## config.mk

```make
export PLATFORM = sky130hd
export DESIGN_NAME = dp_sequencer
export DESIGN_NICKNAME = d
export VERILOG_FILES = /design/src/rtl/dp_sequencer.sv
export SDC_FILE = /design/constraint.sdc
export NUM_CORES = 1
export LEC_CHECK = 0
export BUFFER_PORTS_ARGS = -buffer_cell sky130_fd_sc_hd__buf_4
export CAP_MARGIN = 0
export CORE_AREA = 3 3 40 42
export CTS_CLUSTER_SIZE = 40
export DETAILED_ROUTE_END_ITERATION = 12
export DIE_AREA = 0 0 43 45
export GPL_TIMING_DRIVEN = 1
export SLEW_MARGIN = 20
export SYNTH_ARGS = -nofsm -noshare
export SYNTH_HDL_FRONTEND = slang
export SYNTH_SLANG_ARGS = --single-unit
export TNS_END_PERCENT = 10
```

## constraint.sdc

```tcl
create_clock -name clk -period 2.4 [get_ports clk]
set_input_delay 0.24 -clock clk [delete_from_list [all_inputs] [get_ports clk]]
set_output_delay 0.24 -clock clk [all_outputs]
set_load 0.02 [all_outputs]
```

## src/rtl/dp_sequencer.sv

```systemverilog
// Sequencer for the pair-combine datapath.
// Loads DEPTH_A operands into RAM A through a valid/ready handshake, then walks
// RAM A in even/odd pairs so that each pair's combined result lands in RAM B.
// A single-cycle done pulse marks the end of a run.
module dp_sequencer #(
    parameter int unsigned DEPTH_A = 8,
    parameter int unsigned AW_A    = 3,
    parameter int unsigned DEPTH_B = 4,
    parameter int unsigned AW_B    = 2
) (
    input  logic            clk,
    input  logic            reset,
    input  logic            start,
    input  logic            in_valid,
    output logic            in_ready,
    output logic            wea,
    output logic [AW_A-1:0] adda,
    output logic            web,
    output logic [AW_B-1:0] addb,
    output logic            busy,
    output logic            done
);

    localparam logic [2:0] StIdle = 3'd0;
    localparam logic [2:0] StLoad = 3'd1;
    localparam logic [2:0] StEven = 3'd2;
    localparam logic [2:0] StOdd  = 3'd3;
    localparam logic [2:0] StFin  = 3'd4;

    localparam logic [AW_A-1:0] AddaLast = AW_A'(DEPTH_A - 1);
    localparam logic [AW_B-1:0] AddbLast = AW_B'(DEPTH_B - 1);
    localparam logic [AW_A-1:0] AddaOne  = AW_A'(1);
    localparam logic [AW_B-1:0] AddbOne  = AW_B'(1);

    logic [2:0]      state_q, state_d;
    logic [AW_A-1:0] adda_q, adda_d;
    logic [AW_B-1:0] addb_q, addb_d;
    logic            busy_q, busy_d;
    logic            done_q, done_d;

    // Next-state and address sequencing.
    always_comb begin
        state_d = state_q;
        adda_d  = adda_q;
        addb_d  = addb_q;
        case (state_q)
            StIdle: begin
                adda_d = '0;
                addb_d = '0;
                if (start) begin
                    state_d = StLoad;
                end
            end
            StLoad: begin
                // A stalled handshake simply holds the write address.
                if (in_valid) begin
                    if (adda_q == AddaLast) begin
                        adda_d  = '0;
                        state_d = StEven;
                    end else begin
                        adda_d = adda_q + AddaOne;
                    end
                end
            end
            StEven: begin
                adda_d  = adda_q + AddaOne;
                state_d = StOdd;
            end
            StOdd: begin
                if (addb_q == AddbLast) begin
                    adda_d  = '0;
                    addb_d  = '0;
                    state_d = StFin;
                end else begin
                    adda_d  = adda_q + AddaOne;
                    addb_d  = addb_q + AddbOne;
                    state_d = StEven;
                end
            end
            StFin: begin
                adda_d  = '0;
                addb_d  = '0;
                state_d = StIdle;
            end
            default: begin
                adda_d  = '0;
                addb_d  = '0;
                state_d = StIdle;
            end
        endcase
    end

    // Registered status flags follow the state being entered.
    always_comb begin
        busy_d = (state_d != StIdle);
        done_d = (state_d == StFin);
    end

    // State and registered outputs; reset aborts any run in progress.
    always_ff @(posedge clk or negedge reset) begin
        if (!reset) begin
            state_q <= StIdle;
            adda_q  <= '0;
            addb_q  <= '0;
            busy_q  <= 1'b0;
            done_q  <= 1'b0;
        end else begin
            state_q <= state_d;
            adda_q  <= adda_d;
            addb_q  <= addb_d;
            busy_q  <= busy_d;
            done_q  <= done_d;
        end
    end

    // Handshake and write strobes decode from the registered state only.
    always_comb begin
        in_ready = (state_q == StLoad);
        wea      = in_ready & in_valid;
        web      = (state_q == StOdd);
    end

    assign adda = adda_q;
    assign addb = addb_q;
    assign busy = busy_q;
    assign done = done_q;

endmodule

```

==> results.cfg <==
[min_path]
min_path_type = in -> reg
hp-start = start

[placed_design]
pre_cts_slack_ns = 0.9003
dp_hpwl_um = 721.4
portBuffers = 13
globalplace.congestion = 0.7202
placed_area_um2 = 618.1

[route]
wl_per_cell_um = 12.32
drc = 0
vias = 404
drt_iter0_drc = 3
ant_nets = 0
wirelength_um = 973
first_pass_iters = 2
vias_per_cell = 5.114

[grt]
first_global_vias = 382
track_usage_pct = 11.65
grt_max_degree = 12
grtUsageMet2_pct = 20.36
grt_busiest_layer = met2
met3_usage_pct = 5.976
gr-usage-met1_pct = 12.28
antenna_found_initial = 0
grt-ovfl-total = 0
grt_pass1_wl_um = 1628

[sta]
fin_ws_ns = 0.7625
tns_ns = 0
final.min_clock_period_ns = 1.637
tightest_slew_ns = 0.4517
slew_headroom_pct = 69.46
skew_ns = 0.003444
setup_viol = 0
fin_crit_sh_pct = 68.23
drv_slew = 0
timing_hold_violations_final = 0
fmax_mhz = 610.7
rsz0062_at_grt = false

[clock_network]
cts.reportedPaths.clkPinSlew_ns = 0.06
numCtsBuffers = 3
clock-sinks = 10
max-clock-path-buffers = 2
htree_levels = 1
clk_latency_ns = 0.25
cts-resized-gates = 0
cts-root-buf = clkbuf_4
cts_tree = yes

[power_and_ir_drop]
power_per_cell_area_nw_per_um2 = 1104
vdd_drop_max_mv = 0.4775
leakage_nw = 0.3251

[yosys]
synth_seq_cells = 10
post-synth-top-area-cell = dfrtp_1
synth-compound-area-share_pct = 14.12
synthMuxAreaShare_pct = 2.118
netlist_area_um2 = 531.8
netlist_instances = 50
synth_top_family_by_area = simple AND/OR/NAND/NOR gates
yosys-top-cells-count = dfrtp_1, nand2_1, nor2_1
synth_xor_area_share_pct = 1.647
synthSimpleGateAreaFrac_pct = 21.65
async_flop_share_pct = 100.0
yosysSeqAreaShare_pct = 47.06
synth.avg_cell_area_um2 = 10.64
ys_types = 26
yosysMostFrequentCell = dfrtp_1
synth_area_leaders = dfrtp_1, ha_1, buf_6, nand2_1, and2_1
syn-num-nets = 57
synth_fa_ha_area_share_pct = 7.059
ys_dominant_reg_cell = dfrtp_1
synth_edf_count = 0
yosysWarningCount = 0
synth_top_area_share_pct = 47.06

[floorplanning]
row_count = 13
dieArea_um2 = 1935
die_w_um = 43
die-height_um = 45
start_util_pct = 41.38
io_pins = 14
core-area_um2 = 1285

[setup_path]
crit_start = state_q[0]$_DFF_PN0_
path_max_fanout = 8
cp-endpoint = wea
end_kind = output pin
critPathSlowestCell = dfrtp_1
r2r_slack_ns = 0.90
timing.rr.start = adda[0]$_DFFE_PN0P_
worst_path_largest_cell_delay_ns = 0.50
critical_path.cell_chain = nor2b_4, and2b_1, and2_1, buf_4
required_ns = 2.16
r2r_end = adda[2]$_DFFE_PN0P_
worst_ep_arrival_time_ns = 1.40
startpoint_type = register
path_depth = 4
crit_type = reg -> out
critPathTopFamily = simple AND/OR/NAND/NOR gates
r2r_cells = 5
critical_path_buf_inv_count = 1

[finish]
area_delta_synth_final_pct = 22.35
design_area_um2 = 650.6
antenna_cells = 0
nFillCells = 126
seq_area_um2 = 250.2
drive_gt1_share_pct = 34.38
nets = 73
multiInputGateArea_um2 = 247.7
utilization_pct = 50.63

[flow_run]
maxCapViolCount = 0

[run_status]
status = complete, no violations
sequential cells by signal (all words and copies together) (netlist names):
register,cells
adda,3
state_q,3
addb,2
busy,1
done,1
cells by family after synthesis:
family / count (synthesis)
fa+ha+maj: 3
flops: 10
buf+inv: 4
simple gates: 21
mux: 1
xor+xnor: 1
compound gates: 10
layout by cell type, fill, tap and decap left out, drive strengths merged, types with 2 or more instances in the layout:
cell,synthesis,routed
dfrtp,10,10
ha,3,3
nor2,4,4
a31oi,2,2
clkbuf,0,3
a21oi,3,3
and2,3,3
nand2,7,7
buf,3,13
final cells by class:
| class | instances | share of cell area, % |
|---|---|---|
| Sequential cell | 10 | 38.46 |
| Multi-Input combinational cell | 36 | 38.08 |
| Timing Repair Buffer | 14 | 16.54 |
| Clock buffer | 3 | 3.462 |
| Tap cell | 15 | 2.885 |
| Inverter | 1 | 0.5769 |
tightest hold or removal path, stage by stage:
cell,delay [ns]
buf_4,0.08
nor3_1,0.04
nor2_1,0.07
worst min path at each step:
stage	endpoint	slack, ns	cells after the start
floorplan	adda[0]$_DFFE_PN0P_	-0.06	0
global placement	adda[2]$_DFFE_PN0P_	0.08	1
detailed placement	adda[2]$_DFFE_PN0P_	0.08	1
CTS	busy$_DFF_PN0_	0.21	3
global route	busy$_DFF_PN0_	0.24	3
finish	busy$_DFF_PN0_	0.22	3
what timing repair did:
action / in CTS / in global routing
endpoints found under the hold margin: 10 / 0
setup endpoints to repair: 0 / 0
setup buffers: 0 / 0
hold buffers: 1 / 0
per-stage QoR:
| step | power, W | std cells | hold WS (ns) |
|---|---|---|---|
| 2_1_floorplan | 0.0005089 | 50 | -0.05559 |
| 3_3_place_gp | 0.0006109 | 75 | 0.07833 |
| 3_5_place_dp | 0.0006175 | 75 | 0.07767 |
| 4_1_cts | 0.0007312 | 79 | 0.2126 |
| 5_1_grt | 0.0007754 | 79 | 0.2373 |
| 6_report | 0.0007182 | 79 | 0.2178 |
metal layers:
layer | wire length (µm) | share of wire (%) | vias up
met5 | 0 | 0 | -
met4 | 8 | 0.82 | 0
met3 | 63 | 6.5 | 2
met2 | 484 | 50 | 10
met1 | 416 | 43 | 190
li1 | - | - | 202
where the power goes:
part           internal [W]  switching (W)
Combinational      0.000161       0.000176
Clock             0.0000575      0.0000489
Sequential         0.000215      0.0000600
Power figures use the tool's default switching activity.
